**config.mk**
```make
export PLATFORM = sky130hd
export DESIGN_NAME = codificador_quadrante_botoes
export DESIGN_NICKNAME = d
export VERILOG_FILES = /design/src/rtl/codificador_quadrante_botoes_pkg.sv /design/src/rtl/codificador_quadrante_botoes_sincronizador_2ff.sv /design/src/rtl/codificador_quadrante_botoes.sv
export SDC_FILE = /design/constraint.sdc
export NUM_CORES = 1
export LEC_CHECK = 0
export ABC_AREA = 1
export BUFFER_PORTS_ARGS = -buffer_cell sky130_fd_sc_hd__buf_2
export CORE_MARGIN = 4
export CORE_UTILIZATION = 27
export DETAILED_ROUTE_END_ITERATION = 10
export GPL_TIMING_DRIVEN = 0
export PLACE_DENSITY_LB_ADDON = 0.08
export SETUP_SLACK_MARGIN = 0.5
export SLEW_MARGIN = 10
export SYNTH_ARGS = -nofsm -noshare
export SYNTH_HDL_FRONTEND = slang
export SYNTH_SLANG_ARGS = --single-unit
```
**constraint.sdc**
```tcl
create_clock -name clock -period 2 [get_ports clock]
set_clock_uncertainty 0.2 [all_clocks]
set_input_delay 0.1 -clock clock [delete_from_list [all_inputs] [get_ports clock]]
set_output_delay 0.1 -clock clock [all_outputs]
set_load 0.005 [all_outputs]
```
**src/rtl/codificador_quadrante_botoes_pkg.sv**
```systemverilog
// Shared definitions for the quadrant path: FSM state codes, the "no quadrant"
// code and a one-hot test used by the button encoder.
package codificador_quadrante_botoes_pkg;

  typedef enum logic [2:0] {
    ESPERA     = 3'd0,
    ESTABILIZA = 3'd1,
    DECIDE     = 3'd2,
    SOLTAR     = 3'd3
  } estado_t;

  localparam logic [8:0] QUADRANTE_NENHUM = 9'b0;

  // Exactly one bit set: non-zero and clearing the lowest set bit leaves zero.
  function automatic logic eh_um_quente(input logic [8:0] v);
    return (v != 9'd0) && ((v & (v - 9'd1)) == 9'd0);
  endfunction

endpackage

```
**src/rtl/codificador_quadrante_botoes_sincronizador_2ff.sv**
```systemverilog
// Two-flop synchronizer of configurable width for asynchronous inputs,
// cleared by the synchronous reset.
module sincronizador_2ff #(
  parameter int LARGURA = 1
) (
  input  logic               clock,
  input  logic               reset,
  input  logic [LARGURA-1:0] d,
  output logic [LARGURA-1:0] q
);

  logic [LARGURA-1:0] estagio1_q;
  logic [LARGURA-1:0] estagio2_q;

  always_ff @(posedge clock) begin
    if (reset) begin
      estagio1_q <= '0;
      estagio2_q <= '0;
    end else begin
      estagio1_q <= d;
      estagio2_q <= estagio1_q;
    end
  end

  assign q = estagio2_q;

endmodule

```
**src/rtl/codificador_quadrante_botoes.sv**
```systemverilog
// Turns the nine raw quadrant buttons into a registered one-hot quadrant code,
// with synchronization, press/release debounce and multi-press rejection.
module codificador_quadrante_botoes
  import codificador_quadrante_botoes_pkg::*;
#(
  parameter int DEBOUNCE_CICLOS = 50000
) (
  input  logic       clock,
  input  logic       reset,
  input  logic [8:0] botoes,
  input  logic       habilita,
  input  logic       limpa,
  output logic [8:0] quadrante,
  output logic       pronto,
  output logic       erro,
  output logic [2:0] db_estado
);

  localparam int CW = $clog2(DEBOUNCE_CICLOS);
  localparam logic [CW-1:0] CONT_MAX = CW'(DEBOUNCE_CICLOS - 1);

  logic [8:0]    sinc;
  estado_t       estado_q, estado_d;
  logic [CW-1:0] contador_q, contador_d;
  logic [8:0]    amostra_q, amostra_d;
  logic [8:0]    quadrante_q, quadrante_d;
  logic          pronto_q, pronto_d;
  logic          erro_q, erro_d;

  sincronizador_2ff #(.LARGURA(9)) u_sinc (
    .clock (clock),
    .reset (reset),
    .d     (botoes),
    .q     (sinc)
  );

  always_comb begin
    estado_d    = estado_q;
    contador_d  = contador_q;
    amostra_d   = amostra_q;
    quadrante_d = limpa ? QUADRANTE_NENHUM : quadrante_q;
    pronto_d    = 1'b0;
    erro_d      = 1'b0;

    case (estado_q)
      ESPERA: begin
        if (sinc != 9'd0) begin
          amostra_d  = sinc;
          contador_d = '0;
          estado_d   = ESTABILIZA;
        end
      end
      ESTABILIZA: begin
        if (sinc == 9'd0) begin
          estado_d   = ESPERA;
          contador_d = '0;
        end else if (sinc != amostra_q) begin
          amostra_d  = sinc;
          contador_d = '0;
        end else if (contador_q == CONT_MAX) begin
          estado_d   = DECIDE;
          contador_d = '0;
        end else begin
          contador_d = contador_q + CW'(1);
        end
      end
      DECIDE: begin
        estado_d   = SOLTAR;
        contador_d = '0;
        // A load here overrides a coincident limpa.
        if (eh_um_quente(amostra_q)) begin
          if (habilita) begin
            quadrante_d = amostra_q;
            pronto_d    = 1'b1;
          end
        end else begin
          erro_d = 1'b1;
        end
      end
      SOLTAR: begin
        // Any activity restarts the release window, so no new press slips in.
        if (sinc != 9'd0) begin
          contador_d = '0;
        end else if (contador_q == CONT_MAX) begin
          estado_d   = ESPERA;
          contador_d = '0;
        end else begin
          contador_d = contador_q + CW'(1);
        end
      end
      default: begin
        estado_d   = ESPERA;
        contador_d = '0;
      end
    endcase
  end

  always_ff @(posedge clock) begin
    if (reset) begin
      estado_q    <= ESPERA;
      contador_q  <= '0;
      amostra_q   <= 9'd0;
      quadrante_q <= QUADRANTE_NENHUM;
      pronto_q    <= 1'b0;
      erro_q      <= 1'b0;
    end else begin
      estado_q    <= estado_d;
      contador_q  <= contador_d;
      amostra_q   <= amostra_d;
      quadrante_q <= quadrante_d;
      pronto_q    <= pronto_d;
      erro_q      <= erro_d;
    end
  end

  assign quadrante = quadrante_q;
  assign pronto    = pronto_q;
  assign erro      = erro_q;
  assign db_estado = estado_q;

endmodule

```
; Word-level counts from Yosys, hierarchy flattened
; Index checks and enable logic that the tools add are counted.
[word_totals]
register_bits = 57
inputBits = 13
out_inout_bits = 14
wordCells = 59
[classes]
add_sub_neg = 2
n_eq_ne = 12
muxes = 23
n_bitwise = 3
reduce_logical = 11
[ops]
columns = operator, count
row1 = 16-bit 2-to-1 mux, 5
row2 = 9-bit 2-to-1 mux, 7
row3 = 16-bit one-hot mux with 3 select lines, 1
row4 = 9-bit logical NOT, 2
row5 = 3-bit 2-to-1 mux, 6
row6 = 9-bit one-hot mux with 2 select lines, 1
row7 = 9-bit nonzero test, 2
row8 = 16-bit by 1-bit adder with 16-bit output (second input constant), 1
row9 = 16-bit equality test (second input constant), 1
row10 = 3-bit one-hot mux with 4 select lines, 1
row11 = 2-bit != test (second input constant), 5
row12 = 9-bit bitwise AND, 1
row13 = 9-bit != test, 1
row14 = 9-bit by 1-bit subtractor with 9-bit output (second input constant), 1
row15 = 3-bit by 2-bit equality test with 1-bit output (second input constant), 2
row16 = 3-bit != test (second input constant), 2
row17 = 5-bit AND reduction, 1
row18 = 4-bit AND reduction, 1
row19 = 3-bit by 1-bit equality test with 1-bit output (second input constant), 1
row20 = 3-bit logical NOT, 1
row21 = 3-bit OR reduction, 1
row22 = 1-bit 2-to-1 mux, 2
row23 = 1-bit inverter, 2
row24 = 2-bit nonzero test, 1
row25 = other kinds (2), 2

; Depth between registers and ports, before layout
[depth]
word_depth = 6
ltp_mapped = 11

; Modules after synthesis
; A second synthesis with hierarchy kept.
[hier_totals]
cells_unflattened = 416
hier_area_um2 = 2780.2
[by_module_without_submodules]
columns = mod, instances, cells_per_inst, area_per_inst_um2, seq_area_each_um2
row1 = codificador_quadrante_botoes, 1, 360, 2258.4, 760.7
row2 = sincronizador_2ff, 1, 56, 521.8, 360.3

; Worst setup path after synthesis
; OpenSTA, ideal clock, no wires.
[synth_path]
path_type = reg-to-reg
start = reg contador_q[0]
end = reg contador_q[6]
setup_time_ns = 0.110
t_arrival_ns = 1.382
t_required_ns = 1.690
setup_slack_ns = 0.308
stages_incl_launch_ff = 11
cell_sequence = dfxtp_1 ha_1 nand2_1 nor2_1 nand3_1 nor2_1 nor2_1 nand4_1 nand3_1 nand2_1 inv_1
[synth_via]
elab_chain_cells = 5
word_cells_on_any_way = 7
[synth_lines]
columns = element, line
row1 = "start, declared", codificador_quadrante_botoes.sv:24  ; logic [CW-1:0] contador_q, contador_d;
row2 = "start signal, assigned", codificador_quadrante_botoes.sv:108  ; contador_q <= contador_d;
row3 = 16-bit by 1-bit adder with 16-bit output or 16-bit equality test (tied branches), n/a
row4 = 16-bit 2-to-1 mux *, "codificador_quadrante_botoes.sv:60, codificador_quadrante_botoes.sv:84"
row5 = 16-bit 2-to-1 mux, codificador_quadrante_botoes.sv:57  ; end else if (sinc != amostra_q) begin
row6 = 16-bit 2-to-1 mux, codificador_quadrante_botoes.sv:54  ; if (sinc == 9'd0) begin
row7 = 16-bit one-hot mux with 3 select lines *, codificador_quadrante_botoes.sv:45  ; case (estado_q)
; Mark *: on every way between the ends. The rest lies on a longest branch, timed or not.
; A chain may end at the register's enable or synchronous reset.

; Worst setup path after layout
[layout_path]
start = reg amostra_q[2]
end = reg quadrante_q[0], in the netlist quadrante[0]
[layout_via]
elab_chain_cells = 6
word_cells_on_any_way = 7
[layout_lines]
columns = element, line
row1 = "start, declared", codificador_quadrante_botoes.sv:25  ; logic [8:0] amostra_q, amostra_d;
row2 = "start signal, assigned", codificador_quadrante_botoes.sv:109  ; amostra_q <= amostra_d;
row3 = 9-bit by 1-bit subtractor with 9-bit output, codificador_quadrante_botoes_pkg.sv:16  ; return (v != 9'd0) && ((v & (v - 9'd1)) == 9'd0);
row4 = 9-bit bitwise AND, codificador_quadrante_botoes_pkg.sv:16
row5 = 9-bit logical NOT, codificador_quadrante_botoes_pkg.sv:16
row6 = 1-bit logical AND *, codificador_quadrante_botoes_pkg.sv:16
row7 = 9-bit 2-to-1 mux *, codificador_quadrante_botoes.sv:71  ; if (eh_um_quente(amostra_q)) begin
row8 = 9-bit 2-to-1 mux *, codificador_quadrante_botoes.sv:45
row9 = "end signal, assigned", codificador_quadrante_botoes.sv:110  ; quadrante_q <= quadrante_d;
row10 = "end, declared", codificador_quadrante_botoes.sv:26  ; logic [8:0] quadrante_q, quadrante_d;
; Marked as above.

==> PnR_summary.wiki <==
{| class="wikitable"
! Metric !! Value
|-
| Post-Route WL || 8390 µm
|-
| Layout-stage area growth over the synthesis result || 40.8%
|-
| Overall die height || 112 µm
|-
| Delay of the slowest cell on the worst path || 390 ps
|-
| Number of unique standard cell types used by synthesis || 34
|-
| Number of clock buffers inserted by TritonCTS || 5
|-
| Rel. slew slack || 0.603
|-
| Area share of the largest cell type after synthesis || 0.381
|-
| Vias per std cell || 4.46
|-
| CTS max path bufs || 2
|-
| Number of synthesized register bits || 56
|-
| Place WS || 133 ps
|-
| Total Nets Final || 524
|-
| Netlist area before placement || 2950 µm²
|-
| Total non-filler cell area in the finished layout || 4150 µm²
|-
| Largest net degree at the start of global routing || 21
|-
| Final-report setup violation count || 0
|-
| Max IR drop VDD || 0.000308 V
|-
| Max FO, Critical Path || 6
|-
| Placed instance count || 604
|-
| Ys Warns || 0
|-
| Synth area leaders || dfxtp_1, nand2_1, nor2_1, inv_1, nand3_1
|-
| Period utilisation layout || 0.883
|-
| Number of rows created at floorplan || 37
|-
| TritonCTS clock tree || yes
|-
| CTS sink count || 56
|-
| Worst-path cell chain || nor2_1 -> nand2_2 -> nand2_2 -> nand2_4 -> inv_2 -> nand4_1 -> buf_6 -> nor2_4 -> nand4_1 -> nand2_1
|-
| Via count || 2,888
|-
| Initial drt markers || 132
|-
| Share of layout cells above drive strength 1 || 0.386
|-
| Antenna diode count || 0
|-
| Power density relative to cell area || 681 nW/µm²
|-
| Wire length of the first global-routing pass || 13,600 µm
|-
| Root buffer selected by CTS || clkbuf_8
|-
| Crit path required time || 2080 ps
|-
| Placed instance area || 3320 µm²
|-
| Final weighted congestion in routability-driven placement || 0.800
|-
| Critical path data arrival time || 1840 ps
|-
| Transition time of the tightest slew-check pin || 596 ps
|-
| Peak Freq || 566 MHz
|-
| Most common library cell in the layout ignoring fill and taps || nand2_1
|-
| Crit end category || flop
|-
| WL per Instance || 13.0 µm
|-
| Placeable core area || 10,500 µm²
|-
| Fill count || 1,144
|-
| Overall overflow remaining after global route || 0
|-
| Number of I/O port buffers || 24
|-
| Combined global-route utilization of all metal layers || 0.130
|-
| HP Class || in2reg
|-
| Antenna Nets Post-Route || 0
|-
| CTS H-tree lvls || 2
|-
| Start point of the worst min-delay path || habilita
|-
| Startpoint of the lowest-slack register-to-register path || amostra_q[2]
|-
| Number of synthesized flops with an enable pin || 0
|-
| CP startpoint || amostra_q[2]
|-
| Tmin final || 1770 ps
|-
| Static leakage power || 1.85 nW
|-
| Proportion of synthesized flip-flops having asynchronous set or reset || 0
|-
| Number of global-route vias before repair || 2,769
|-
| Result of the run || complete, no violations
|-
| Starting Density || 0.282
|-
| Slowest cell on the critical path || dfxtp_4
|-
| Mean post-synth cell area || 6.63 µm²
|-
| Most frequent cells in the layout || nand2_1, nor2_1, inv_1
|-
| Die W || 112 µm
|-
| Net count after synthesis || 458
|-
| DP HPWL || 5600 µm
|-
| Antenna violations before repair || 0
|-
| Total negative slack for setup checks || 0 ps
|-
| Count of maximum capacitance violations || 0
|-
| Sequential-to-total area share from yosys stat || 0.381
|-
| Number of ports placed on the die boundary || 27
|-
| Kind of critical path || reg2reg
|-
| Post-detailed-route DRC marker count || 0
|-
| Library cell with the largest summed area after synthesis || dfxtp_1
|-
| Fin worst setup slack || 234 ps
|-
| Number of detailed-routing iterations run before antenna repair || 4
|-
| Die outline area || 12,600 µm²
|-
| Finished Layout Cells || 647
|-
| Clock insertion delay at the later pin of the skew report || 330 ps
|-
| CTS clk-pin slew, worst paths || 120 ps
|-
| Final hold violation count || 0
|-
| Final core utilization || 0.396
|-
| Top_reg_cell synth || dfxtp_1
|-
| Final-report max-slew violation count || 0
|-
| RSZ-0062 raised after global routing || true
|-
| Critical path startpoint category || flop
|-
| Number of standard cells after synthesis || 444
|}
-- state kept, by name (all words and copies together) (netlist names) --
| name | flops |
|---|---|
| db_estado | 2 |
| quadrante | 9 |
| erro | 1 |
| u_sinc.q | 9 |
| amostra_q | 9 |
| pronto | 1 |
| contador_q | 16 |
| u_sinc.estagio1_q | 9 |
-- worst paths after layout --
check | endpoint | slack [ps] | depth (start not counted)
worst max register to register | quadrante[0] | 230 | 10
worst max-delay path | quadrante[0] | 230 | 10
worst min register to register | u_sinc.q[3] | 200 | 2
worst min-delay path | quadrante[2] | 30 | 5
-- Yosys cell counts (2+ instances only) --
| cell type | instances |
|---|---|
| a21oi_1 | 13 |
| buf_1 | 3 |
| buf_2 | 2 |
| buf_4 | 2 |
| clkbuf_1 | 2 |
| dfxtp_1 | 56 |
| inv_1 | 59 |
| inv_2 | 3 |
| nand2_1 | 101 |
| nand2_2 | 3 |
| nand3_1 | 43 |
| nand3_2 | 2 |
| nand3_4 | 2 |
| nand4_1 | 20 |
| nor2_1 | 81 |
| nor2_2 | 8 |
| nor2_4 | 3 |
| nor3_1 | 3 |
| o21ai_0 | 6 |
| o21ai_1 | 11 |
| xnor2_1 | 4 |
| xor2_1 | 5 |
-- layout make-up --
| cell class | count | area, µm² | area share |
|---|---|---|---|
| multi-input combinational | 320 | 1970 | 0.474 |
| sequential | 56 | 1190 | 0.287 |
| timing repair buffer | 54 | 414 | 0.0998 |
| inverter | 64 | 256 | 0.0618 |
| tap | 136 | 170 | 0.0410 |
| clock buffer | 5 | 68.8 | 0.0166 |
| buffer | 9 | 53.8 | 0.0130 |
| clock inverter | 3 | 28.8 | 0.00694 |
-- stage by stage --
stage,power (W),hold slack (ps)
floorplan,0.00169,6.97
global placement,0.00182,99.5
CTS,0.00265,14.7
global route,0.00299,26.8
detailed placement,0.00182,107
finish,0.00282,25.0
-- kinds of logic after synthesis --
group	Yosys count	share of synthesized area
and+or+nand+nor	271	0.428
buffers and inverters	73	0.0981
DFF	56	0.381
AOI/OAI and AO/OA	32	0.0557
xor gates and xnor gates	10	0.0323
adders and majority gates	1	0.00425
other	1	0.00127
-- report_power, final --
group / leakage (nW) / total, W / switching [W] / internal, W
combinational: 1.33 / 0.000880 / 0.000525 / 0.000355
clock: 0.0511 / 0.000706 / 0.000440 / 0.000266
sequential: 0.473 / 0.00124 / 0.0000740 / 0.00116
total: 1.85 / 0.00282 / 0.00104 / 0.00178
-- layer usage --
layer,share of wire,global-route usage,vias up
met3,0.040,0.0216,6
met2,0.45,0.198,47
met4,0.011,0.0385,0
met1,0.50,0.188,1291
li1,-,-,1544
met5,0,0,-
-- worst max-delay path, delay by kind of cell (launching register included) --
family                 cells  cell delay [ps]
buffers and inverters      2              190
flip-flops                 1              390
AND/OR/NAND/NOR            8              940
-- repair_timing --
action | in CTS | in global routing
setup buffers | 10 | 9
resized for setup | 52 | 82
hold buffers | 10 | 0
hold endpoints to repair | 18 | 0
setup endpoints to repair | 38 | 38
pin swaps | 20 | 34
gates cloned | 2 | 4
Power figures use the tool's default switching activity.
